===== config.mk =====
export PLATFORM = sky130hd
export DESIGN_NAME = matvec_row_scheduler
export DESIGN_NICKNAME = d
export VERILOG_FILES = /design/src/rtl/matvec_row_scheduler.sv
export SDC_FILE = /design/constraint.sdc
export NUM_CORES = 1
export LEC_CHECK = 0
export ABC_AREA = 1
export CAP_MARGIN = 40
export CORE_UTILIZATION = 30
export CTS_CLUSTER_DIAMETER = 40
export CTS_CLUSTER_SIZE = 30
export DETAILED_ROUTE_END_ITERATION = 8
export GPL_ROUTABILITY_DRIVEN = 0
export HOLD_SLACK_MARGIN = 0.05
export PLACE_DENSITY = 0.73
export SLEW_MARGIN = 25
export SYNTH_ARGS = -nofsm -noshare
export SYNTH_HDL_FRONTEND = slang
export SYNTH_SLANG_ARGS = --single-unit

===== constraint.sdc =====
create_clock -name clk -period 6.2 [get_ports clk]
set_input_delay 0.62 -clock clk [delete_from_list [all_inputs] [get_ports clk]]
set_output_delay 0.62 -clock clk [all_outputs]
set_load 0.02 [all_outputs]

===== src/rtl/matvec_row_scheduler.sv =====
// matvec_row_scheduler: computes Y = W*X by time-sharing one dot-product engine across ROWS rows.
// Define MATVEC_SCHED_RELU_EN to clamp negative-sign row results to +0 on store.
module matvec_row_scheduler #(
    parameter int VLEN = 1,
    parameter int ROWS = 1
) (
    input  logic                   clk,
    input  logic                   rst,
    input  logic                   start,
    input  logic [32*VLEN*ROWS-1:0] W,
    input  logic [32*VLEN-1:0]     X,
    output logic [32*VLEN-1:0]     eng_A,
    output logic [32*VLEN-1:0]     eng_B,
    input  logic                   eng_done,
    input  logic [31:0]            eng_result,
    output logic [32*ROWS-1:0]     Y,
    output logic                   busy,
    output logic                   done
);
    localparam int RW = $clog2(ROWS) + 1;

    typedef enum logic [2:0] {IDLE, LOAD, ARM, WAIT, STORE, FIN} state_t;

    state_t                state_q, state_d;
    logic [RW-1:0]         row_q, row_d;
    logic [32*VLEN-1:0]    eng_a_q, eng_a_d, eng_b_q, eng_b_d;
    logic [32*ROWS-1:0]    y_q, y_d;
    logic [31:0]           res;

`ifdef MATVEC_SCHED_RELU_EN
    assign res = eng_result[31] ? 32'h0000_0000 : eng_result;
`else
    assign res = eng_result;
`endif

    always_comb begin
        state_d = state_q;
        row_d   = row_q;
        eng_a_d = eng_a_q;
        eng_b_d = eng_b_q;
        y_d     = y_q;
        case (state_q)
            IDLE: if (start) begin
                row_d   = '0;
                state_d = LOAD;
            end
            LOAD: begin
                eng_a_d = W[32*VLEN*int'(row_q) +: 32*VLEN];
                eng_b_d = X;
                state_d = ARM;
            end
            // engine done may still be high from the previous row here
            ARM:  state_d = WAIT;
            WAIT: if (eng_done) state_d = STORE;
            STORE: begin
                y_d[32*int'(row_q) +: 32] = res;
                if (row_q == RW'(ROWS - 1)) begin
                    state_d = FIN;
                end else begin
                    row_d   = row_q + RW'(1);
                    state_d = LOAD;
                end
            end
            FIN:     state_d = IDLE;
            default: state_d = IDLE;
        endcase
    end

    always_ff @(posedge clk or posedge rst) begin
        if (rst) begin
            state_q <= IDLE;
            row_q   <= '0;
            eng_a_q <= '0;
            eng_b_q <= '0;
            y_q     <= '0;
        end else begin
            state_q <= state_d;
            row_q   <= row_d;
            eng_a_q <= eng_a_d;
            eng_b_q <= eng_b_d;
            y_q     <= y_d;
        end
    end

    assign eng_A = eng_a_q;
    assign eng_B = eng_b_q;
    assign Y     = y_q;
    assign busy  = (state_q != IDLE);
    assign done  = (state_q == FIN);
endmodule

==> results_dict.tcl, run 1 <==
set metrics [dict create \
    worst_pin_slew_ns 0.6645 \
    num_rows 41 \
    fmax_mhz 383.4 \
    syn-num-nets 537 \
    cts_tree "done" \
    ys_seq_area_share_pct 63.50 \
    cp_max_fo 36 \
    synth_fa_ha_area_share_pct 0 \
    hold_ws_ns 0.4727 \
    num_io_pins 198 \
    r2r_slack_ns 3.76 \
    p_leak_nw 3.033 \
    slew_headroom_pct 55.70 \
    synth_seq_cells 99 \
    synth-compound-area-share_pct 0.1283 \
    yosys.area_share.simple_pct 30.92 \
    ctsResizeCount 0 \
    gr-total-overflow 0 \
    yosysTopAreaCell "dfrtp_1" \
    cp-start-kind "flop" \
    synth_top_family_by_area "simple AND/OR/NAND/NOR gates" \
    path_clk_slew_ns 0.07 \
    ys_warn_count 0 \
    fp.coreArea_um2 12670 \
    start_util_pct 30.79 \
    drtAntennaViolNets 0 \
    die_area_um2 13460 \
    dp.cells 787 \
    track_usage_pct 16.20 \
    use_met3_pct 2.301 \
    synthXorXnorAreaFrac_pct 0 \
    holdCritPathClass "reg -> reg" \
    layout_min_cycle_time_ns 2.608 \
    avgViaCountPerCell 4.366 \
    ys_types 15 \
    portBuffers 197 \
    syn_to_final_growth_pct 60.65 \
    synth_cells 437 \
    cts_root_buffer "clkbuf_16" \
    fin_skew_ns 0.005654 \
    grt_pass1_vias 3527 \
    die_y_um 116.0 \
    antenna_found_initial 0 \
    vias 3506 \
    dp_hpwl_um 7594 \
    met1_usage_pct 19.72 \
    h-tree-depth 3 \
    drt_first_pass_iters 4 \
    crit_path_end_kind "output pin" \
    final_common_cell "nand2_1" \
    gr-max-usage-layer "met2" \
    required_ns 5.58 \
    insertion_delay_ns 0.33 \
    cts_setup_buffers 0 \
    ir_worst_vdd_uv 223.6 \
    antenna_cells 0 \
    crit_arrival_ns 1.99 \
    num-fill-cells 1194 \
    final_core_util_pct 49.46 \
    ys_top_cells_by_area "dfrtp_1 64%, nand2_1 25%, nand3_1 4.5%" \
    hold_violations 0 \
    yosys.area.top_type_share_pct 63.50 \
    wl_per_cell_um 13.41 \
    p_per_area_nw_per_um2 558.2 \
    clockBufferDepth 2 \
    holdBufCountCts 0 \
    setup_viol 0 \
    synthMuxAreaShare_pct 0 \
    netlist_area_um2 3901 \
    rsz0062_at_grt "false" \
    instances_no_fill 803 \
    nets 726 \
    drv_cap 0 \
    drive_gt1_share_pct 3.962 \
    numCtsBuffers 9 \
    drt-total-wl_um 10770 \
    crit_type "reg -> out" \
    avgSynthCellArea_um2 8.927 \
    most-common-layout-cells "263 x nand2_1, 197 x clkdlybuf4s50_1, 99 x dfrtp_1" \
    met2_usage_pct 28.33 \
    grt_first_pass_wirelength_um 16920 \
    fin_tns_setup_ns 0 \
    period_share_pct 42.07 \
    drtIter0Drc 219 \
    die_w_um 116.0 \
    status "finished, final reports clean" \
    drv_slew 0 \
    clock-sinks 99 \
    grt_max_degree 67 \
    drc 0 \
]
==> cells by family (layout without fill, tap and decap cells) <==
family | Yosys count | count (layout)
flops | 99 | 99
buf+inv | 30 | 224
compound gates | 1 | 1
simple gates | 307 | 307
==> final cells by class <==
cell class,count,area (um2),area share (%)
Tap cell,172,215.2,3.434
Clock inverter,3,46.29,0.7387
Timing Repair Buffer,202,2029,32.38
Multi-Input combinational cell,308,1214,19.37
Sequential cell,99,2477,39.53
Inverter,6,25.02,0.3993
Clock buffer,13,260.3,4.153
==> through the flow <==
| step | worst slack [ns] | cell area [um2] | total power [mW] |
|---|---|---|---|
| 6_report | 3.592 | 6267 | 3.499 |
| 5_1_grt | 3.459 | 6267 | 3.744 |
| 4_1_cts | 3.593 | 6267 | 3.543 |
| 3_5_place_dp | 3.772 | 5961 | 2.955 |
| 3_3_place_gp | 3.856 | 5933 | 2.882 |
| 2_1_floorplan | 2.990 | 3901 | 2.138 |
==> flip-flops by register name (all words and copies together), names as in the netlist <==
| register | flops |
|---|---|
| Y | 32 |
| eng_A | 32 |
| eng_B | 32 |
| state_q | 3 |
==> power by group <==
part / leakage, nW / switching (mW) / internal [mW]
registers: 1.21 / 0.188 / 0.971
clock network: 0.146 / 0.229 / 0.336
logic: 1.67 / 0.989 / 0.785
total: 3.03 / 1.41 / 2.09
==> path summary, 6_finish.rpt <==
kind / startpoint / endpoint / depth (start not counted)
max reg2reg: state_q[2]$_DFFE_PP0P_ / eng_A[0]$_DFFE_PP0N_ / 8
max: state_q[2]$_DFFE_PP0P_ / done / 4
min in group asynchronous: rst / eng_A[25]$_DFFE_PP0N_ / 2
min reg2reg: Y[17]$_DFFE_PP0N_ / Y[17]$_DFFE_PP0N_ / 2
max in group asynchronous: rst / eng_A[4]$_DFFE_PP0N_ / 3
min: Y[17]$_DFFE_PP0N_ / Y[17]$_DFFE_PP0N_ / 2
==> synthesized netlist by cell type <==
cell	n
nor3_1	1
nor2_1	4
inv_2	2
nand2_1	264
nor2_2	1
a21oi_1	1
nand3_1	35
buf_2	8
buf_4	2
clkbuf_1	3
nand3b_1	1
dfrtp_1	99
inv_1	4
buf_6	11
nand2_2	1
==> critical path, cell delays in order (launching register included) <==
cell,delay [ns]
dfrtp_1,0.32
buf_4,0.35
inv_2,0.12
nor3_1,0.21
clkdlybuf4s50_1,0.66
==> layer usage <==
layer / vias up / part of all wire, %
met5: - / 0
met3: 15 / 4.8
met4: 0 / 2.0
met1: 1658 / 43
li1: 1713 / -
met2: 120 / 50
(Power assumes the default switching activity.)
==> inputs of run 2 (changes only) <==
==> constraint.sdc (replaced) <==
create_clock -name clk -period 2.4 [get_ports clk]
set_input_delay 0.24 -clock clk [delete_from_list [all_inputs] [get_ports clk]]
set_output_delay 0.24 -clock clk [all_outputs]
set_load 0.02 [all_outputs]
==> run 2 against run 1 <==
  * Critical endpoint is now busy
  * Sequential power rose to 2.6 times the previous value
  * Critical path depth did not move
  * Power rose to 2.5 times the previous value
  * Largest cell class unchanged
  * Non-clock buffer count rose by 3
  * Register-to-register slack got worse by 3.0 ns
  * Highest routed layer unchanged
  * Setup slack got worse by 3.2 ns
  * Wire length fell by 0.88%
  * Final area fell by 0.36%
  * Global-route usage fell by 0.20 points
==> results_dict.tcl, run 2 (synthesis results as in run 1) <==
set metrics [dict create \
    rsz0062_at_grt "false" \
    worst_pin_slew_ns 0.6604 \
    die_y_um 116.0 \
    final_core_util_pct 49.28 \
    h-tree-depth 3 \
    required_ns 2.16 \
    crit_type "reg -> out" \
    die_area_um2 13460 \
    dp_hpwl_um 7662 \
    syn_to_final_growth_pct 60.07 \
    status "finished, final reports clean" \
    drv_slew 0 \
    ir_worst_vdd_uv 608.6 \
    slew_headroom_pct 55.97 \
    wl_per_cell_um 13.24 \
    ctsResizeCount 0 \
    fp.coreArea_um2 12670 \
    clockBufferDepth 2 \
    cts_setup_buffers 0 \
    fmax_mhz 495.2 \
    antenna_found_initial 0 \
    drtIter0Drc 242 \
    path_clk_slew_ns 0.07 \
    drv_cap 0 \
    num_rows 41 \
    holdCritPathClass "in -> async" \
    max_stage_delay_ns 0.56 \
    p_leak_nw 3.033 \
    num_io_pins 198 \
    finalPower_mw 8.898 \
    crit_arrival_ns 1.78 \
    most-common-layout-cells "263 x nand2_1, 197 x clkdlybuf4s50_1, 99 x dfrtp_1" \
    final_common_cell "nand2_1" \
    final_area_um2 6245 \
    dp.cells 790 \
    vias 3518 \
    drc 0 \
    instances_no_fill 806 \
    drtAntennaViolNets 0 \
    cts_root_buffer "clkbuf_16" \
    fin_tns_setup_ns 0 \
    nets 729 \
    grt_max_degree 66 \
    start_util_pct 30.79 \
    drive_gt1_share_pct 4.732 \
    cp_cell_sequence "nor2_2 -> buf_4 -> nand2_1 -> clkdlybuf4s50_1" \
    cp-start-kind "flop" \
    crit_path_end_kind "output pin" \
    drt-total-wl_um 10670 \
    holdBufCountCts 0 \
    gr-total-overflow 0 \
    drt_first_pass_iters 4 \
    avgViaCountPerCell 4.365 \
    slowest_stage "clkdlybuf4s50_1" \
    grt_pass1_vias 3475 \
    cts_tree "done" \
    clock-sinks 99 \
    cp_max_fo 11 \
    numCtsBuffers 9 \
    grt_first_pass_wirelength_um 16700 \
    die_w_um 116.0 \
    hold_violations 0 \
    fin_skew_ns 0.005986 \
    track_usage_pct 16.00 \
    p_per_area_nw_per_um2 1425 \
    placed_area_um2 5964 \
    period_share_pct 84.14 \
    insertion_delay_ns 0.33 \
    setup_viol 0 \
    layout_min_cycle_time_ns 2.019 \
    antenna_cells 0 \
    portBuffers 197 \
]
==> run 2: where the power goes <==
part           switching [mW]  internal (mW)  leakage (nW)
clock network           0.615          0.731         0.142
logic                    2.55           2.02          1.68
registers               0.475           2.51          1.21
==> run 2: worst paths after layout <==
| path | start | endpoint | slack (ns) | cells after the start |
|---|---|---|---|---|
| hold / removal | rst | eng_B[9]$_DFFE_PP0N_ | 0.43 | 3 |
| min in group clk | W[17] | eng_A[17]$_DFFE_PP0N_ | 0.43 | 3 |
| setup reg to reg | state_q[0]$_DFFE_PP0P_ | eng_B[28]$_DFFE_PP0N_ | 0.74 | 7 |
| setup / recovery | state_q[1]$_DFFE_PP0P_ | busy | 0.38 | 4 |
| hold reg to reg | Y[7]$_DFFE_PP0N_ | Y[7]$_DFFE_PP0N_ | 0.47 | 2 |
| max in group asynchronous | rst | eng_A[3]$_DFFE_PP0N_ | 1.49 | 3 |
==> run 2: routing by layer <==
metal / vias to the layer above / track usage, % / share of wire, % / wire, um
met2: 108 / 27.18 / 51 / 5422
met5: - / 0 / 0 / 0
met3: 13 / 3.923 / 5.4 / 577
met4: 0 / 6.496 / 1.8 / 193
met1: 1682 / 19.46 / 42 / 4477
li1: 1715 / - / - / -
==> run 2: metrics by stage <==
step / hold slack [ns] / setup slack (ns)
detailed placement: 0.4571 / 0.7237
floorplan: 0.3496 / 0.9844
global route: 0.4242 / 0.3095
finish: 0.4320 / 0.3807
global placement: 0.4533 / 0.7698
CTS: 0.4229 / 0.3701
==> run 2: final cells by class <==
| class | instances | area, um2 |
|---|---|---|
| clock buffers | 10 | 239.0 |
| clock inverters | 6 | 41.29 |
| fillers | 1210 | 6426 |
| inverters | 6 | 26.28 |
| multi-input cells | 308 | 1214 |
| flip-flops and latches | 99 | 2477 |
| well taps | 172 | 215.2 |
| repair buffers | 205 | 2032 |
==> run 2: critical path, delay by kind of cell, from the launching register on <==
| kind | cells | cell delay (ns) |
|---|---|---|
| flip-flops | 1 | 0.46 |
| buffers and inverters | 2 | 0.75 |
| AND/OR/NAND/NOR | 2 | 0.24 |
